<file path="config.mk">
export PLATFORM = sky130hd
export DESIGN_NAME = counter_test_sequencer
export DESIGN_NICKNAME = d
export VERILOG_FILES = /design/src/rtl/counter_test_sequencer_pkg.sv /design/src/rtl/counter_test_sequencer_phase_timer.sv /design/src/rtl/counter_test_sequencer.sv
export SDC_FILE = /design/constraint.sdc
export NUM_CORES = 1
export LEC_CHECK = 0
export ABC_AREA = 0
export BUFFER_PORTS_ARGS = -buffer_cell sky130_fd_sc_hd__buf_2
export CAP_MARGIN = 10
export CELL_PAD_IN_SITES_DETAIL_PLACEMENT = 2
export CELL_PAD_IN_SITES_GLOBAL_PLACEMENT = 2
export CORE_AREA = 5 5 89 67
export DETAILED_ROUTE_END_ITERATION = 8
export DIE_AREA = 0 0 94 72
export PLACE_DENSITY_LB_ADDON = 0.1
export SLEW_MARGIN = 40
export SYNTH_ARGS = -nofsm -noshare
export SYNTH_HDL_FRONTEND = slang
export SYNTH_HIERARCHICAL = 1
export SYNTH_SLANG_ARGS = --single-unit
</file>
<file path="constraint.sdc">
create_clock -name i_clk -period 3.1 [get_ports i_clk]
set_input_delay 0 -clock i_clk [delete_from_list [all_inputs] [get_ports i_clk]]
set_output_delay 0 -clock i_clk [all_outputs]
set_load 0.02 [all_outputs]
</file>
<file path="src/rtl/counter_test_sequencer_pkg.sv">
// Shared encodings for the counter bank sequencer: command codes, FSM states, strobe level.
package counter_test_sequencer_pkg;

    typedef logic [1:0] cmd_t;
    typedef logic [2:0] state_t;

    localparam cmd_t CMD_CLEAR = 2'd0;
    localparam cmd_t CMD_COUNT = 2'd1;
    localparam cmd_t CMD_LOAD  = 2'd2;
    localparam cmd_t CMD_FULL  = 2'd3;

    localparam state_t ST_IDLE    = 3'd0;
    localparam state_t ST_CLEAR   = 3'd1;
    localparam state_t ST_COUNT   = 3'd2;
    localparam state_t ST_LOAD_LO = 3'd3;
    localparam state_t ST_LOAD_HI = 3'd4;
    localparam state_t ST_DONE    = 3'd5;

    // Bank control strobes are active-low; this is their resting level.
    localparam logic STROBE_OFF = 1'b1;

endpackage

</file>
<file path="src/rtl/counter_test_sequencer_phase_timer.sv">
// Loadable down-counter shared by the CLEAR and COUNT phases; zero marks the last phase cycle.
module counter_test_sequencer_phase_timer #(
    parameter int W = 4
) (
    input  logic         i_clk,
    input  logic         i_reset_n,
    input  logic         load,
    input  logic [W-1:0] load_val,
    input  logic         dec,
    output logic         zero
);

    logic [W-1:0] cnt_q;

    // Load wins over decrement; the counter parks at zero rather than wrapping.
    always_ff @(posedge i_clk or negedge i_reset_n) begin
        if (!i_reset_n) begin
            cnt_q <= '0;
        end else if (load) begin
            cnt_q <= load_val;
        end else if (dec && (cnt_q != '0)) begin
            cnt_q <= cnt_q - W'(1);
        end
    end

    assign zero = (cnt_q == '0);

endmodule

</file>
<file path="src/rtl/counter_test_sequencer.sv">
// Command-driven sequencer producing the counter bank's active-low clear/count/load strobes.
module counter_test_sequencer
    import counter_test_sequencer_pkg::*;
#(
    parameter int LOAD_W       = 4,
    parameter int LEN_W        = 4,
    parameter int CLEAR_CYCLES = 2
) (
    input  logic                i_clk,
    input  logic                i_reset_n,
    input  logic                i_start,
    input  logic [1:0]          i_cmd,
    input  logic [LEN_W-1:0]    i_count_len,
    input  logic [2*LOAD_W-1:0] i_load_data,
    input  logic                i_abort,
    output logic                o_clear_n,
    output logic                o_cnt_enable_n,
    output logic                o_ld_enable_n,
    output logic [LOAD_W-1:0]   o_load,
    output logic                o_ready,
    output logic                o_done,
    output logic [2:0]          o_state
);

    localparam int CLR_W = $clog2(CLEAR_CYCLES + 1);
    localparam int CNT_W = (LEN_W > CLR_W) ? LEN_W : CLR_W;
    localparam logic [CNT_W-1:0] CLR_LAST = CNT_W'(CLEAR_CYCLES - 1);

    state_t              state_q, state_nxt;
    logic                full_q;
    logic [LEN_W-1:0]    len_q;
    logic [2*LOAD_W-1:0] data_q, data_nxt;
    logic                accept;
    logic                tmr_load, tmr_dec, tmr_zero;
    logic [CNT_W-1:0]    tmr_val;

    counter_test_sequencer_phase_timer #(.W(CNT_W)) u_timer (
        .i_clk     (i_clk),
        .i_reset_n (i_reset_n),
        .load      (tmr_load),
        .load_val  (tmr_val),
        .dec       (tmr_dec),
        .zero      (tmr_zero)
    );

    // Timer holds (cycles remaining - 1), so a zero flag means this is the phase's last cycle.
    always_comb begin
        state_nxt = state_q;
        accept    = 1'b0;
        tmr_load  = 1'b0;
        tmr_val   = '0;
        case (state_q)
            ST_IDLE: begin
                if (i_start) begin
                    accept = 1'b1;
                    case (i_cmd)
                        CMD_CLEAR, CMD_FULL: begin
                            state_nxt = ST_CLEAR;
                            tmr_load  = 1'b1;
                            tmr_val   = CLR_LAST;
                        end
                        CMD_COUNT: begin
                            if (i_count_len == '0) begin
                                state_nxt = ST_DONE;
                            end else begin
                                state_nxt = ST_COUNT;
                                tmr_load  = 1'b1;
                                tmr_val   = CNT_W'(i_count_len) - CNT_W'(1);
                            end
                        end
                        default: state_nxt = ST_LOAD_LO;
                    endcase
                end
            end
            ST_CLEAR: begin
                if (i_abort) begin
                    state_nxt = ST_IDLE;
                end else if (tmr_zero) begin
                    if (!full_q) begin
                        state_nxt = ST_DONE;
                    end else if (len_q == '0) begin
                        state_nxt = ST_LOAD_LO;
                    end else begin
                        state_nxt = ST_COUNT;
                        tmr_load  = 1'b1;
                        tmr_val   = CNT_W'(len_q) - CNT_W'(1);
                    end
                end
            end
            ST_COUNT: begin
                if (i_abort) begin
                    state_nxt = ST_IDLE;
                end else if (tmr_zero) begin
                    state_nxt = full_q ? ST_LOAD_LO : ST_DONE;
                end
            end
            ST_LOAD_LO: state_nxt = i_abort ? ST_IDLE : ST_LOAD_HI;
            ST_LOAD_HI: state_nxt = i_abort ? ST_IDLE : ST_DONE;
            default:    state_nxt = ST_IDLE;
        endcase
    end

    assign tmr_dec  = !tmr_load && ((state_q == ST_CLEAR) || (state_q == ST_COUNT));
    assign data_nxt = accept ? i_load_data : data_q;
    assign o_state  = state_q;

    // Outputs are decoded from the next state so they are registered yet line up with the state.
    always_ff @(posedge i_clk or negedge i_reset_n) begin
        if (!i_reset_n) begin
            state_q        <= ST_IDLE;
            full_q         <= 1'b0;
            len_q          <= '0;
            data_q         <= '0;
            o_clear_n      <= STROBE_OFF;
            o_cnt_enable_n <= STROBE_OFF;
            o_ld_enable_n  <= STROBE_OFF;
            o_load         <= '0;
            o_ready        <= 1'b1;
            o_done         <= 1'b0;
        end else begin
            state_q <= state_nxt;
            if (accept) begin
                full_q <= (i_cmd == CMD_FULL);
                len_q  <= i_count_len;
            end
            data_q         <= data_nxt;
            o_clear_n      <= (state_nxt == ST_CLEAR) ? ~STROBE_OFF : STROBE_OFF;
            o_cnt_enable_n <= (state_nxt == ST_COUNT) ? ~STROBE_OFF : STROBE_OFF;
            o_ld_enable_n  <= ((state_nxt == ST_LOAD_LO) || (state_nxt == ST_LOAD_HI))
                              ? ~STROBE_OFF : STROBE_OFF;
            if (state_nxt == ST_LOAD_LO) begin
                o_load <= data_nxt[LOAD_W-1:0];
            end else if (state_nxt == ST_LOAD_HI) begin
                o_load <= data_q[2*LOAD_W-1:LOAD_W];
            end else begin
                o_load <= '0;
            end
            o_ready <= (state_nxt == ST_IDLE);
            o_done  <= (state_nxt == ST_DONE);
        end
    end

endmodule

</file>
==> reports/qor.csv <==
metric,value,unit
status,"complete, no violations",
clock_latency,0.28,ns
max_stage_delay,0.53,ns
r2r_cells,10,
cts_root_buffer,clkbuf_8,
netlist_instances,153,
io_buffers,29,
avgSynthCellArea,11.0,sq um
routed_wl,4.53,mm
hold_viol,0,
cts_sinks,29,
die_area,0.00677,sq mm
clk_pin_slew,0.06,ns
remaining_drc_errors,0,
critical_path_class,in -> reg,
netSwitchingPower,0.809,mW
relSlewSlack,49.5,%
cp.arrival,3.01,ns
drt_iter0_markers,43,
async_reset_ff_share,100,%
synth_top_cell_by_area,dfrtp_1,
layout_setup_ws,0.289,ns
start_util,33.6,%
whs_path_depth,2,
internal_power,1.12,mW
clockBufferDepth,2,
cpMaxStageDelayCell,dlygate4sd3_1,
yosys_warnings,6,
firstDrtPassIters,4,
synth-seq-cells,29,
antenna_found_initial,0,
vias_per_cell,4.94,
antenna_left,0,
synth_top_area_share,37.1,%
switching_share,42.0,%
die_w,94,um
rows,22,
cts-resized-gates,0,
syn_to_final_growth,22.4,%
path_cells,dlygate4sd3_1 > buf_2 > inv_1 > ha_1 > or3b_1 > a21oi_1 > o21ai_2 > a211oi_1 > inv_1 > or4_1 > o211ai_2,
met2_usage,23.4,%
clock_power_share,15.7,%
yosysUniqueCellTypes,48,
synth-edff-count,0,
clock_skew,0.00311,ns
ios,30,
hpwl,3.40,mm
crit_path_frequent_cell,inv_1,
rsz0062_at_grt,no,
period_needed,2.81,ns
synth_flop_cell,dfrtp_1,
gp_congestion,0.757,
vias,1320,
cts_tree,done,
maxSlewViolCount,0,
holdWs,0.0197,ns
hp-class,in -> reg,
grt-busiest-layer,met2,
post_cts_buffers,0,
synth_area,0.00168,sq mm
seq_area_frac_synth,43.4,%
ys_top_cells_by_area,"dfrtp_1, dfstp_2, ha_1",
required,3.30,ns
place_ws,0.341,ns
fillers,579,
fin_tns_setup,0,ns
setup_viol,0,
final_layout_size_suffix_gt1_share,30.3,%
numCtsBuffers,5,
wl_per_cell,17.0,um
p_leak,0.921,nW
cap_viol_max_count,0,
seq_power_share,37.4,%
grt_start_max_net_pins,30,
grt-ovfl-total,0,
htree_levels,2,
nNetsFinal,220,
r2r_slack,0.35,ns
grt_pass1_wl,7.63,mm
grt_use_met1,19.5,%
power_density,934,mW/mm^2
stdcell_count,267,
dp_cells,248,
synth.most_common_cell,dfrtp_1,
combPwrFrac,47.0,%
ir_worst_vdd,0.325,mV
syn_nets,179,
core_area,0.00501,sq mm
endpoint_kind,register,
start_kind,input port,
final_core_util,41.1,%
die_y,72,um
track_usage,14.6,%
diodes,0,
fmax,356,MHz
synthTopCellsByCount,"dfrtp_1, nand2_1, inv_1",
min_period_over_period,90.7,%
worst_slew_pin_slew,0.752,ns
first_global_vias,1539,
crit_path_max_fanout,11,
grt_util_met3,4.04,%
==> cell usage in the layout (no fill, tap or decap), types with 4 or more instances in the layout <==
master,synthesis,layout
o21ai_0,6,6
ha_1,8,8
dlygate4sd3_1,0,11
buf_2,2,29
mux2_1,6,6
o32ai_1,4,4
mux2_4,4,4
inv_1,9,9
nand2b_1,5,5
dfstp_2,4,4
clkbuf_8,0,5
dfrtp_1,25,25
nor3_1,5,5
o31ai_2,4,4
nand2_1,18,18
xnor2_1,4,4
a21oi_1,4,4
==> logic make-up (layout without fill, tap and decap cells) <==
kind of cell	after synthesis	count (layout)	synth area share, %
AND/OR/NAND/NOR	47	47	17.5
buffers and inverters	18	60	5.94
AO/OA/AOI/OAI	36	36	16.9
adder cells (fa/ha/maj)	8	8	5.94
XOR/XNOR	4	4	2.08
flip-flops	29	29	43.4
multiplexers	11	11	8.25
==> power groups by stage <==
stage               Combinational [mW]  Clock [mW]  Sequential (mW)
floorplan                        0.694           0            0.715
global placement                 0.871           0            0.718
detailed placement               0.906           0            0.728
CTS                              0.921       0.317            0.723
global route                     0.997       0.333            0.744
finish                           0.905       0.302            0.719
==> area by class of cell <==
class	count	area, sq um	area share (%)
multi-input combinational	106	853	41.4
sequential	29	731	35.5
clock buffer	6	72.6	3.52
clock inverter	2	10.0	0.486
inverter	11	41.3	2.00
timing repair buffer	41	263	12.8
tap	72	90.1	4.37
==> worst paths after layout <==
check	to	start
worst max-delay path	u_timer/cnt_q[1]	i_count_len[0]
worst min-delay path	len_q[3]	i_count_len[3]
worst max register to register	u_timer/cnt_q[1]	u_timer/cnt_q[0]
worst min register to register	data_q[3]	data_q[3]
max in group asynchronous	o_state[0]	i_reset_n
min in group asynchronous	data_q[6]	i_reset_n
==> layer usage <==
layer	wire length [um]	vias to the layer above
li1	-	636
met1	2180	652
met2	2100	26
met3	203	6
met4	51	0
met5	0	-
==> worst max-delay path: cells and delay by family <==
family	cells	cell delay [ns]
compound gates	4	1.00
buf+inv	4	0.91
fa+ha+maj	1	0.17
simple gates	2	0.93
==> metrics by stage <==
stage               area (sq um)  total power [mW]
finish                      2060              1.93
global route                2060              2.07
CTS                         2060              1.96
detailed placement          1870              1.63
global placement            1870              1.59
floorplan                   1680              1.41
==> sequential cells by signal, summed over array words and instances, names as in the netlist <==
register / count
o_state: 3
u_timer/cnt_q: 4
data_q: 8
o_done: 1
o_load: 4
o_ld_enable_n: 1
full_q: 1
len_q: 4
o_cnt_enable_n: 1
o_clear_n: 1
o_ready: 1
==> timing repair <==
item,CTS,global route
hold buffers,11,0
hold endpoints to repair,35,0
endpoints found under the setup margin,0,0
Power figures use the tool's default switching activity.
